--- src/rtl/leglite_pkg.sv ---
// leglite_pkg: shared fetch-stage types and constants
package leglite_pkg;
  localparam int ILEN = 16;
  localparam logic [ILEN-1:0] INSTR_NOP = '0;
  typedef enum logic [1:0] {IDLE, REQ_LO, REQ_HI, HOLD} fetch_state_t;
endpackage

--- src/rtl/fetch_wdog.sv ---
// fetch_wdog: per-byte ack wait counter, expires after LIMIT waiting cycles
module fetch_wdog #(
  parameter int LIMIT = 15
) (
  input  logic clk_i,
  input  logic rst_i,
  input  logic clr_i,
  input  logic en_i,
  output logic expired_o
);
  localparam int W = $clog2(LIMIT + 1);
  logic [W-1:0] cnt_q, cnt_d;
  assign expired_o = en_i && (cnt_q >= W'(LIMIT - 1));
  always_comb cnt_d = clr_i ? '0 : (en_i && !expired_o) ? cnt_q + 1'b1 : cnt_q;
  always_ff @(posedge clk_i) cnt_q <= rst_i ? '0 : cnt_d;
endmodule

--- src/rtl/instr_fetch.sv ---
// instr_fetch: two-byte little-endian instruction fetch from an 8-bit program memory
module instr_fetch import leglite_pkg::*; #(
  parameter int ACK_TIMEOUT = 15
) (
  input  logic            clock_i,
  input  logic            reset_i,
  input  logic [15:0]     pc_i,
  input  logic            flush_i,
  output logic            mem_req_o,
  output logic [15:0]     mem_addr_o,
  input  logic            mem_ack_i,
  input  logic [7:0]      mem_rdata_i,
  output logic [ILEN-1:0] instr_o,
  output logic            instr_valid_o,
  input  logic            decode_ready_i,
  output logic            fetch_busy_o,
  output logic            bus_err_o,
  output logic            misalign_o
);
  fetch_state_t state_q, state_d;
  logic [15:0] fetch_pc_q, fetch_pc_d;
  logic [ILEN-1:0] instr_q, instr_d;
  logic [7:0] lo_q, lo_d;
  logic bus_err_q, bus_err_d, misalign_q, misalign_d;
  logic in_req, accept, restart, expired;
  assign in_req = state_q == REQ_LO || state_q == REQ_HI;
  assign accept = state_q == HOLD && decode_ready_i;
  // flush and consume both restart at the current pc; flush overrides a same-cycle ack
  assign restart = state_q == IDLE || flush_i || accept;
  always_comb begin
    state_d = state_q;
    fetch_pc_d = fetch_pc_q;
    instr_d = instr_q;
    lo_d = lo_q;
    bus_err_d = 1'b0;
    misalign_d = 1'b0;
    if (restart) begin
      state_d = REQ_LO;
      fetch_pc_d = {pc_i[15:1], 1'b0};
      misalign_d = pc_i[0];
    end else if (in_req && mem_ack_i) begin
      if (state_q == REQ_LO) begin
        lo_d = mem_rdata_i;
        state_d = REQ_HI;
      end else begin
        instr_d = {mem_rdata_i, lo_q};
        state_d = HOLD;
      end
    end else if (expired) begin
      instr_d = INSTR_NOP;
      bus_err_d = 1'b1;
      state_d = HOLD;
    end
  end
  always_ff @(posedge clock_i) begin
    if (reset_i) begin
      state_q <= IDLE;
      fetch_pc_q <= '0;
      instr_q <= '0;
      lo_q <= '0;
      bus_err_q <= 1'b0;
      misalign_q <= 1'b0;
    end else begin
      state_q <= state_d;
      fetch_pc_q <= fetch_pc_d;
      instr_q <= instr_d;
      lo_q <= lo_d;
      bus_err_q <= bus_err_d;
      misalign_q <= misalign_d;
    end
  end
  fetch_wdog #(.LIMIT(ACK_TIMEOUT)) u_wdog (
    .clk_i     (clock_i),
    .rst_i     (reset_i),
    .clr_i     (state_d != state_q || flush_i || mem_ack_i),
    .en_i      (in_req),
    .expired_o (expired)
  );
  assign mem_req_o = in_req;
  assign mem_addr_o = state_q == REQ_HI ? fetch_pc_q + 16'd1 : state_q == REQ_LO ? fetch_pc_q : '0;
  assign instr_o = instr_q;
  assign instr_valid_o = state_q == HOLD;
  assign fetch_busy_o = !accept;
  assign bus_err_o = bus_err_q;
  assign misalign_o = misalign_q;
endmodule
--- config.mk ---
export PLATFORM = sky130hd
export DESIGN_NAME = instr_fetch
export DESIGN_NICKNAME = d
export VERILOG_FILES = /design/src/rtl/leglite_pkg.sv /design/src/rtl/fetch_wdog.sv /design/src/rtl/instr_fetch.sv
export SDC_FILE = /design/constraint.sdc
export NUM_CORES = 1
export LEC_CHECK = 0
export CELL_PAD_IN_SITES_DETAIL_PLACEMENT = 1
export CELL_PAD_IN_SITES_GLOBAL_PLACEMENT = 2
export CORE_MARGIN = 5
export CORE_UTILIZATION = 26
export CTS_CLUSTER_DIAMETER = 150
export DETAILED_ROUTE_END_ITERATION = 7
export PLACE_DENSITY_LB_ADDON = 0.1
export SYNTH_ARGS = -nofsm -noshare
export SYNTH_HDL_FRONTEND = slang
export SYNTH_SLANG_ARGS = --single-unit
--- constraint.sdc ---
create_clock -name clock_i -period 2.4 [get_ports clock_i]
set_input_delay 0.48 -clock clock_i [delete_from_list [all_inputs] [get_ports clock_i]]
set_output_delay 0.48 -clock clock_i [all_outputs]
set_load 0.01 [all_outputs]
==> impl.org <==
** CTS
- The clock reaches the later pin of the worst-skew pair after 0.30 ns.
- Number of buffers added to fix hold violations after cts :: 0
- The H-tree generated during clock tree synthesis spans 2 levels.
- TritonCTS built the clock tree.
- Clock transition at the register clock pins on the worst setup and hold paths after CTS :: 0.09 ns
- Clock Path Buffers :: 2
- Number of CTS-inserted buffers :: 5
- Root buffer cell :: sky130_fd_sc_hd__clkbuf_8
- Number of clock sinks :: 47

** Timing
- Headroom to the max-slew limit came out at 47.8%.
- Setup violations remaining at the end of the flow were counted as 0.
- Worst Clk Skew :: 0.00329 ns
- Setup total negative slack on the finished layout was measured at 0 ns.
- Of the available clock period, the critical path in the final layout requires 95.1%.
- RSZ-0062 raised after global routing :: no
- Worst slew pin tran :: 0.783 ns
- The final max-slew violation count was 0.
- The number of hold-slack violations in the final timing report came to 0.
- Based on the critical path, the design can be clocked at up to 438 MHz.
- The smallest clock period supported by the final layout is computed as 2.28 ns.

** Critical path
- Class of the most critical setup path :: flip-flop to output port
- For the worst setup path, the data required time is 1.92 ns.
- The worst setup path is launched from a flip-flop.
- STA puts the critical path data arrival time at 1.80 ns.
- CP max-delay cell :: sky130_fd_sc_hd__clkdlybuf4s50_1
- In this design, the stage delay of the slowest critical-path cell is 0.54 ns.
- CP max FO :: 8
- Crit-path cells :: inv_1 -> ha_1 -> nor2_1 -> buf_6 -> nor2b_1 -> clkdlybuf4s50_1
- Type of destination of the critical path :: output port

** Floorplanning
- Measured along the x axis, the die boundary spans 99.9 um.
- Initial standard-cell utilization of the core :: 26.9%
- The total area inside the core boundary comes to 7810 sq um.
- 66 I/O pins were placed.
- Die boundary height :: 99.9 um
- Row cnt :: 32
- The die covers 9990 sq um.

** Finish
- Layout cells sized above 1 :: 7.74%
- Area growth from synthesis to layout :: 43.4%
- Most frequent standard cell in the layout excluding fill and tap cells :: sky130_fd_sc_hd__clkdlybuf4s50_1
- The top cell types in the final layout, fill and taps aside, are 52 x sky130_fd_sc_hd__clkdlybuf4s50_1, 48 x sky130_fd_sc_hd__nand2_1, 45 x sky130_fd_sc_hd__dfxtp_1, 25 x sky130_fd_sc_hd__a21oi_1.
- 0 antenna diodes ended up in the layout.
- Final instance area :: 3020 sq um
- Number of nets at the end of the flow :: 345

** Power and ir drop
- Max IR drop VDD :: 0.000206 V
- In this run the power density over the cells is 545 nW/um^2.
- For this design the static power due to leakage is 0.00124 uW.

** Detailed routing
- After detailed routing, the average wire length per cell comes to 14.8 um.
- The first routing iteration left 38 violations.
- In this run the remaining antenna-violating nets after routing total 0.
- Number of vias per cell after detailed routing :: 4.65
- In the routed design, unresolved DRC markers number 0.
- The first detailed-routing pass took 4 iterations.
- Wires add up to 6100 um.
- The routed layout has 1914 vias.

** Yosys
- Async S/R FF share, synth :: 0%
- Number of distinct library cell variants in the gate-level netlist after synthesis :: 35
- Average cell area after synthesis :: 8.66 sq um
- Count of flip-flops with a built-in enable after synthesis :: 0
- Cell area after synthesis :: 2100 sq um
- Synthesized netlist net count :: 278
- Most used DFF post-synth :: sky130_fd_sc_hd__dfxtp_1
- For this run, the number of Yosys warnings is 0.
- Number of instances in the synthesized netlist :: 243
- Synthesis-stage register bit count :: 47
- Sequential elements use 44.7% of the synthesized area.

** Placement
- DP HPWL :: 4160 um
- Standard cell area after detailed placement :: 2880 sq um
- Buffers placed on the I/O ports in this run total 65.
- Routability-driven placement finished with a final weighted congestion of 0.739.

** GRT
- Remaining Overflow, GRT :: 0
- The via count of the first global-routing pass is 1960.
- The number of antenna violations at the first check in global routing is 0.
- First-pass GRT wire length :: 9900 um
- Entering global routing, the biggest net connects 27 pins.
- Overall fraction of global-route tracks in use :: 12.3%

** Run
- Max-cap viol count :: 0

** Min path
- Min-Delay Path Class :: flip-flop to flip-flop

** Outcome
- Outcome :: completed
==> cell type report <==
| class | instances | area [sq um] |
|---|---|---|
| tap | 102 | 128 |
| timing repair buffer | 75 | 726 |
| inverter | 5 | 18.8 |
| sequential | 47 | 946 |
| multi-input combinational | 176 | 1090 |
| clock buffer | 5 | 68.8 |
| clock inverter | 2 | 37.5 |
| fill | 914 | 4790 |
==> through the flow <==
step           total power (uW)  setup WS (ns)  instances  hold WS (ns)  util (%)
6_report                   1640          0.119        412         0.453      38.6
5_1_grt                    1730        0.00509        412         0.480      38.6
4_1_cts                    1670        0.00435        409         0.452      38.2
3_5_place_dp               1080          0.213        402         0.440      36.9
3_3_place_gp               1080          0.228        402         0.434      36.9
2_1_floorplan               952          0.565        243         0.427         -
==> metal layers <==
layer	global-route usage, %	share of wire (%)
met3	2.92	4.4
met5	0	0
met2	19.7	46
met4	3.78	1.0
met1	16.4	48
==> Yosys cell counts, types with 3 or more instances <==
cell                       number  share of area (%)
sky130_fd_sc_hd__nand2_1       48                8.6
sky130_fd_sc_hd__nand2b_1      16                4.8
sky130_fd_sc_hd__nor2_1         3               0.54
sky130_fd_sc_hd__mux2i_1       16                7.6
sky130_fd_sc_hd__o21ai_0       12                2.9
sky130_fd_sc_hd__inv_1          5               0.89
sky130_fd_sc_hd__ha_1           6                3.6
sky130_fd_sc_hd__nand3_1       11                2.6
sky130_fd_sc_hd__a21oi_1       25                5.9
sky130_fd_sc_hd__nor3_1         3               0.71
sky130_fd_sc_hd__dfxtp_1       47                 45
sky130_fd_sc_hd__clkbuf_1      13                2.3
sky130_fd_sc_hd__nor2b_1       16                4.8
==> what timing repair did <==
item	in CTS	in global routing
resized for setup	16	3
setup endpoints to repair	15	2
buffers inserted	0	3
==> critical path: cells and delay by family, from the launching register on <==
kind | cells | cell delay (ns)
buffers and inverters | 3 | 0.79
flip-flops | 1 | 0.38
adder cells (fa/ha/maj) | 1 | 0.18
AND/OR/NAND/NOR | 2 | 0.16
==> report_power, final <==
group	internal, uW	total (uW)	switching (uW)
logic	126	250	124
clock network	305	579	274
registers	802	815	12.2
==> cells by family (layout without fill, tap and decap cells) <==
kind of cell,after synthesis,after routing,synth area share (%)
flops,47,47,44.7
simple gates,103,103,24.2
mux,16,16,7.61
compound gates,51,51,15.9
buf+inv,20,87,3.99
fa+ha+maj,6,6,3.57
==> path summary, 6_finish.rpt <==
path / startpoint / endpoint / cells after the start / slack, ns
worst min-delay path: fetch_pc_q[8] / fetch_pc_q[8] / 2 / 0.45
worst min register to register: fetch_pc_q[8] / fetch_pc_q[8] / 2 / 0.45
worst max-delay path: state_q[0] / mem_addr_o[10] / 6 / 0.12
worst max register to register: u_wdog.cnt_q[0] / instr_o[6] / 5 / 0.39
==> sequential cells by signal, summed over array words and instances (netlist names) <==
signal        count
state_q           2
instr_o          16
bus_err_o         1
misalign_o        1
fetch_pc_q       15
u_wdog.cnt_q      4
lo_q              8
No activity file was read; power rests on OpenSTA's default activity.
